--- config.mk ---
export PLATFORM = sky130hd
export DESIGN_NAME = sddac_bank
export DESIGN_NICKNAME = d
export VERILOG_FILES = /design/src/rtl/sddac_pkg.sv /design/src/rtl/sddac_channel.sv /design/src/rtl/sddac_bank.sv
export SDC_FILE = /design/constraint.sdc
export NUM_CORES = 1
export LEC_CHECK = 0
export ABC_CLOCK_PERIOD_IN_PS = 2000
export BUFFER_PORTS_ARGS = -buffer_cell sky130_fd_sc_hd__buf_2
export CAP_MARGIN = 20
export CORE_ASPECT_RATIO = 1.1
export CORE_MARGIN = 2
export CORE_UTILIZATION = 48
export DETAILED_ROUTE_END_ITERATION = 10
export GPL_TIMING_DRIVEN = 0
export SLEW_MARGIN = 20
export SYNTH_ARGS = -nofsm -noshare
export SYNTH_HDL_FRONTEND = slang
export SYNTH_SLANG_ARGS = --single-unit
--- constraint.sdc ---
create_clock -name Clk -period 2 [get_ports Clk]
set_input_delay 0.2 -clock Clk [delete_from_list [all_inputs] [get_ports Clk]]
set_output_delay 0.2 -clock Clk [all_outputs]
set_load 0.01 [all_outputs]
--- src/rtl/sddac_pkg.sv ---
// Shared helpers for the delta-sigma DAC bank: address width, midscale code and
// second-order integrator widths.
package sddac_pkg;

    function automatic int addr_width(input int channels);
        return (channels > 1) ? $clog2(channels) : 1;
    endfunction

    function automatic int midscale(input int width);
        return 1 << (width - 1);
    endfunction

    function automatic int i1_width(input int width);
        return width + 2;
    endfunction

    function automatic int i2_width(input int width);
        return width + 4;
    endfunction

endpackage

--- src/rtl/sddac_channel.sv ---
// One delta-sigma modulator channel. First order by default; define
// SDDAC_ORDER2_EN to build the second-order modulator instead.
module sddac_channel
    import sddac_pkg::*;
#(
    parameter int WIDTH = 8
) (
    input  logic             Clk,
    input  logic             Reset,
    input  logic             Mute,
    input  logic [WIDTH-1:0] Code,
    output logic             Bit
);

    localparam logic [WIDTH-1:0] MID = WIDTH'(midscale(WIDTH));

    logic bit_q, bit_d;

`ifdef SDDAC_ORDER2_EN
    localparam int I1W = i1_width(WIDTH);
    localparam int I2W = i2_width(WIDTH);

    logic signed [WIDTH:0]   x, fb;
    logic signed [I1W-1:0]   i1_q, i1_d;
    logic signed [I2W-1:0]   i2_q, i2_d;

    // Second integrator consumes the freshly updated first integrator.
    always_comb begin
        x     = signed'({1'b0, Code}) - signed'({1'b0, MID});
        fb    = bit_q ? signed'({1'b0, MID}) : -signed'({1'b0, MID});
        i1_d  = i1_q + I1W'(x) - I1W'(fb);
        i2_d  = i2_q + I2W'(i1_d) - I2W'(fb);
        bit_d = ~i2_d[I2W-1];
    end

    always_ff @(posedge Clk) begin
        if (Reset || Mute) begin
            i1_q  <= '0;
            i2_q  <= '0;
            bit_q <= 1'b0;
        end else begin
            i1_q  <= i1_d;
            i2_q  <= i2_d;
            bit_q <= bit_d;
        end
    end
`else
    logic [WIDTH-1:0] acc_q, acc_d;

    // The adder carry is the output bit, registered with nothing after it.
    always_comb begin
        {bit_d, acc_d} = {1'b0, acc_q} + {1'b0, Code};
    end

    always_ff @(posedge Clk) begin
        if (Reset || Mute) begin
            acc_q <= MID;
            bit_q <= 1'b0;
        end else begin
            acc_q <= acc_d;
            bit_q <= bit_d;
        end
    end
`endif

    assign Bit = bit_q;

endmodule

--- src/rtl/sddac_bank.sv ---
// Multi-channel delta-sigma DAC bank with shadow/active code registers and a
// common commit strobe. Optional second order via SDDAC_ORDER2_EN.
module sddac_bank
    import sddac_pkg::*;
#(
    parameter  int WIDTH    = 8,
    parameter  int CHANNELS = 4,
    localparam int AW       = addr_width(CHANNELS)
) (
    input  logic                Clk,
    input  logic                Reset,
    input  logic [WIDTH-1:0]    Data,
    input  logic [AW-1:0]       Addr,
    input  logic                Write,
    input  logic                Commit,
    input  logic                Mute,
    output logic [CHANNELS-1:0] DACout
);

    logic [WIDTH-1:0] shadow_q [CHANNELS];
    logic [WIDTH-1:0] shadow_d [CHANNELS];
    logic [WIDTH-1:0] active_q [CHANNELS];
    logic [WIDTH-1:0] active_d [CHANNELS];

    // Committing from shadow_d gives the same-cycle write bypass; addresses
    // beyond the last channel match no entry and are dropped.
    always_comb begin
        for (int i = 0; i < CHANNELS; i++) begin
            shadow_d[i] = shadow_q[i];
            if (Write && (Addr == AW'(i))) begin
                shadow_d[i] = Data;
            end
            active_d[i] = Commit ? shadow_d[i] : active_q[i];
        end
    end

    always_ff @(posedge Clk) begin
        if (Reset) begin
            for (int i = 0; i < CHANNELS; i++) begin
                shadow_q[i] <= '0;
                active_q[i] <= '0;
            end
        end else begin
            shadow_q <= shadow_d;
            active_q <= active_d;
        end
    end

    for (genvar g = 0; g < CHANNELS; g++) begin : g_ch
        sddac_channel #(
            .WIDTH (WIDTH)
        ) u_ch (
            .Clk   (Clk),
            .Reset (Reset),
            .Mute  (Mute),
            .Code  (active_q[g]),
            .Bit   (DACout[g])
        );
    end

endmodule

Yosys cells after proc, flatten, opt, wreduce, memory -nomap -nowiden

Index checks and enable logic that the tools add are counted.

$add $sub $neg: 4
Eq/ne operators: 3
Muxes and demuxes: 4
Reductions and logical operators: 6

Operators with widths:

| kind                                                            | number |
|---|---|
| 8-bit by 8-bit adder with 9-bit output                          | 4 |
| 8-bit 2-to-1 mux                                                | 4 |
| 2-bit == test, second input constant                            | 2 |
| 1-bit logical AND                                               | 4 |
| 2-bit by 1-bit == test with 1-bit output, second input constant | 1 |
| 2-bit zero test                                                 | 1 |
| 1-bit logical OR                                                | 1 |

Flip-flop bits (word level): 100
Bits of input ports: 15
Output and inout bits: 4
Word-level logic and storage cells: 33

Depth between registers and ports, before layout

Depth in word-level cells: 3
Mapped depth: 6

Cells and area by module

Synthesis repeated with hierarchy kept, for this count alone.

Cell total of the unflattened synthesis: 457
Area, all modules: 4,518.1 µm²

By module, submodules not included:

| module        | times used | cells an instance | area an instance (µm²) |
|---|---|---|---|
| sddac_channel | 4          | 61                | 580.6 |
| sddac_bank    | 1          | 213               | 2,195.9 |

Worst setup path before layout

No wires, ideal clock.

Kind: register to register
Start point: reg active_q[8] (netlist name)
End point: reg g_ch[2].u_ch.bit_q
Setup time: 0.116 ns
Arrival time: 1.603 ns
Path slack: 0.281 ns
Stages on the path, launching flop included: 7
Buffers on the path: 0
Clock period less this slack: 1.719 ns
Cells stage by stage: dfxtp_1 -> ha_1 -> fa_1 -> a211oi_1 -> o21a_1 -> o21ai_0 -> o211a_1

Cells in the longest elaborated chain, start to end: 1

RTL lines:

| element                                | line                | text |
|---|---|---|
| start: declaration                     | sddac_bank.sv:22    | `logic [WIDTH-1:0] active_q [CHANNELS];` |
| start signal: assignment               | sddac_bank.sv:45    | `active_q <= active_d;` |
| 8-bit by 8-bit adder with 9-bit output | sddac_channel.sv:52 | `{bit_d, acc_d} = {1'b0, acc_q} + {1'b0, Code};` |
| end signal: assignment                 | sddac_channel.sv:61 | `bit_q <= bit_d;` |
| end: declaration                       | sddac_channel.sv:17 | `logic bit_q, bit_d;` |

Every way passes these cells.
A chain may end at the register's enable or synchronous reset.

Worst setup path after layout

Ends and elaborated chain as after synthesis.

==> out/qor.yml <==
layout.cells.non_filler: 620
setup_total_negative_slack_ps: 0
synth.most_common_cell: "nor2_1"
initial_utilization_pct: 48.8
vias_in_the_first_global_route: 3161
fmax_mhz: 533
report.final.slew_viol_count: 0
timing.critical_path.arrival_ps: 2130
vdd.ir_drop.worst_mv: 0.394
adder_cell_fraction_of_synth_area_pct: 10.7
slew_headroom_pct: 48.0
final_critical_path_setup_slack_ps: 122
final_core_util_pct: 53.8
synth.cells.most_frequent: "nor2_1 (105), dfxtp_1 (100), a211oi_1 (48), o21ai_0 (35), mux2i_1 (34)"
tritoncts.num_buffers: 9
cell_area_after_layout_sq_um: 4960
primary_ff_master_synth: "dfxtp_1"
wirelength_um: 9680
setup_repair_after_global_routing_missed_its_margin: "false"
synth-simple-area-share_pct: 14.4
number_of_clock_sinks_seen_by_cts: 100
finalHoldViolCount: 0
cts.hold.buffers_added: 0
ys_seq_elements: 100
yosys.area.top_type_share_pct: 44.6
synthCells: 470
synth_top_family_by_area: "compound AO/OA/AOI/OAI gates"
drtAntennaViolNets: 0
placed_cell_count: 604
wire_per_inst_um: 15.6
core.rowCount: 37
timing.setup.critical_path_class: "reg -> reg"
placed_cell_area_sq_um: 4720
synthesis.nets: 521
dpl.hpwl_um: 7010
max_cap_violations: 0
place.port_buffers: 17
routabilityCongestion: 0.789
run_status: "finished clean"
globalRoute.totalOverflow: 0
layout.nets: 549
first_pass_grt_wire_length_um: 15500
viasPerCell: 5.59
synth_top_area_cells: "dfxtp_1 (45%), ha_1 (8.9%), nor2_1 (8.8%), a211oi_1 (8.0%), mux2i_1 (7.6%)"
worst_ep_required_time_ps: 2250
route.vias.total: 3464
number_of_antenna_violations_at_the_first_check_in_global_routing: 0
drtIter0Drc: 120
smallest_hold_slack_ps: 192
drive_above_1_share_pct: 10.5
worst_skew_pair_later_pin_latency_ps: 350
leakagePower_nw: 2.23
cts_tree: "built"
design.die.area_sq_um: 10100
insertedDiodeCount: 0
syn_to_final_growth_pct: 10.4
worstPathMaxFanout: 3
yosys.area_share.xor_xnor_pct: 0.780
worst_setup_path_start_kind: "flop"
syn_area_sq_um: 4490
total_power_mw: 3.94
remaining_drc_errors: 0
max_slew.worst_pin.slew_ps: 778
cts_max_level: 3
final_min_period_over_clock_period_pct: 93.9
die_x_um: 96.2
drt-pass1-iter-count: 4
synth_compound_area_share_pct: 18.6
cellPowerDensity_nw_per_um2: 795
postCtsSetupBuffers: 0
coreArea_sq_um: 9210
fp.dieH_um: 105
quantity_of_gates_resized_following_cts: 0
asyncSetResetFlopFracSynth_pct: 0
fin_crit_ps: 1880
setup_violations: 0
synthMuxAreaShare_pct: 7.58
groute.usage.overall_pct: 20.3
yosysTopAreaCell: "dfxtp_1"
number_of_enable_type_register_cells_in_the_synthesized_netlist: 0
avgSynthCellArea_sq_um: 9.56
synth.yosys.warnings: 0
cts-root-buf: "clkbuf_8"
path_clk_slew_ps: 90
synth_seq_area_share_pct: 44.6
cp-end-kind: "flop"
pre_cts_slack_ps: 52.2
cts_buffer_depth: 2
timing.clock.skew_ps: 9.86
synthDistinctLibCells: 38
hold_path_class: "in -> reg"
grt_start_max_net_pins: 16
design.portCount: 19
## per-layer routing
metal	part of all wire, %	wire length [um]	GRT usage (%)	vias to the layer above
met5	0	0	0	-
met4	1.1	109	6.43	0
met3	2.9	279	2.79	9
met2	46	4440	31.2	40
met1	50	4850	29.3	1658
li1	-	-	-	1757
## critical path: stages (launching register included)
cell and delay (ps):
dfxtp_1 340, ha_1 240, fa_1 450, a211oi_2 350, o21a_1 190, o21ai_0 90, o211a_1 120
## cells in the final DEF, fill, tap and decap left out, drive strengths merged, types with 2 or more instances in the layout
cell / n
nor4b: 3
nor4: 3
nand2: 3
xnor2: 4
inv: 4
o21a: 4
and2: 9
a21oi: 13
mux2i: 34
nand3b: 2
fa: 4
a21o: 8
o21ai: 35
ha: 32
a31oi: 3
nor2: 105
a211oi: 48
clkbuf: 26
dfxtp: 100
buf: 30
o211a: 7
nor3: 4
or3b: 3
o2111ai: 3
nor3b: 2
nand3: 5
## power by group
part | internal [mW] | switching, mW
Combinational | 0.175 | 0.272
Sequential | 2.08 | 0.0435
Clock | 0.714 | 0.658
Total | 2.97 | 0.973
## state kept, by name (all words and copies together), names as in the netlist
signal           flops
g_ch.u_ch.acc_q     32
shadow_q            32
active_q            32
g_ch.u_ch.Bit        4
## cell type report
cell class / instances / area [sq um]
Tap cell: 117 / 146
Sequential cell: 100 / 2000
Buffer: 26 / 136
Clock buffer: 13 / 179
Inverter: 4 / 15.0
Fill cell: 895 / 4250
Timing Repair Buffer: 17 / 85.1
Clock inverter: 3 / 42.5
Multi-Input combinational cell: 340 / 2350
## cell families (layout without fill, tap and decap cells)
group | after synthesis | after routing
AOI/OAI and AO/OA | 125 | 125
xor gates and xnor gates | 4 | 4
adders and majority gates | 36 | 36
buffers and inverters | 30 | 63
DFF | 100 | 100
muxes | 34 | 34
and+or+nand+nor | 141 | 141
## final timing paths
path	from	endpoint	slack, ps	depth (start not counted)
max reg2reg	active_q[8]	g_ch[2].u_ch.Bit	120	6
min reg2reg	active_q[24]	active_q[24]	500	2
max	active_q[8]	g_ch[2].u_ch.Bit	120	6
min	Data[7]	shadow_q[15]	190	3
Power figures use the tool's default switching activity.
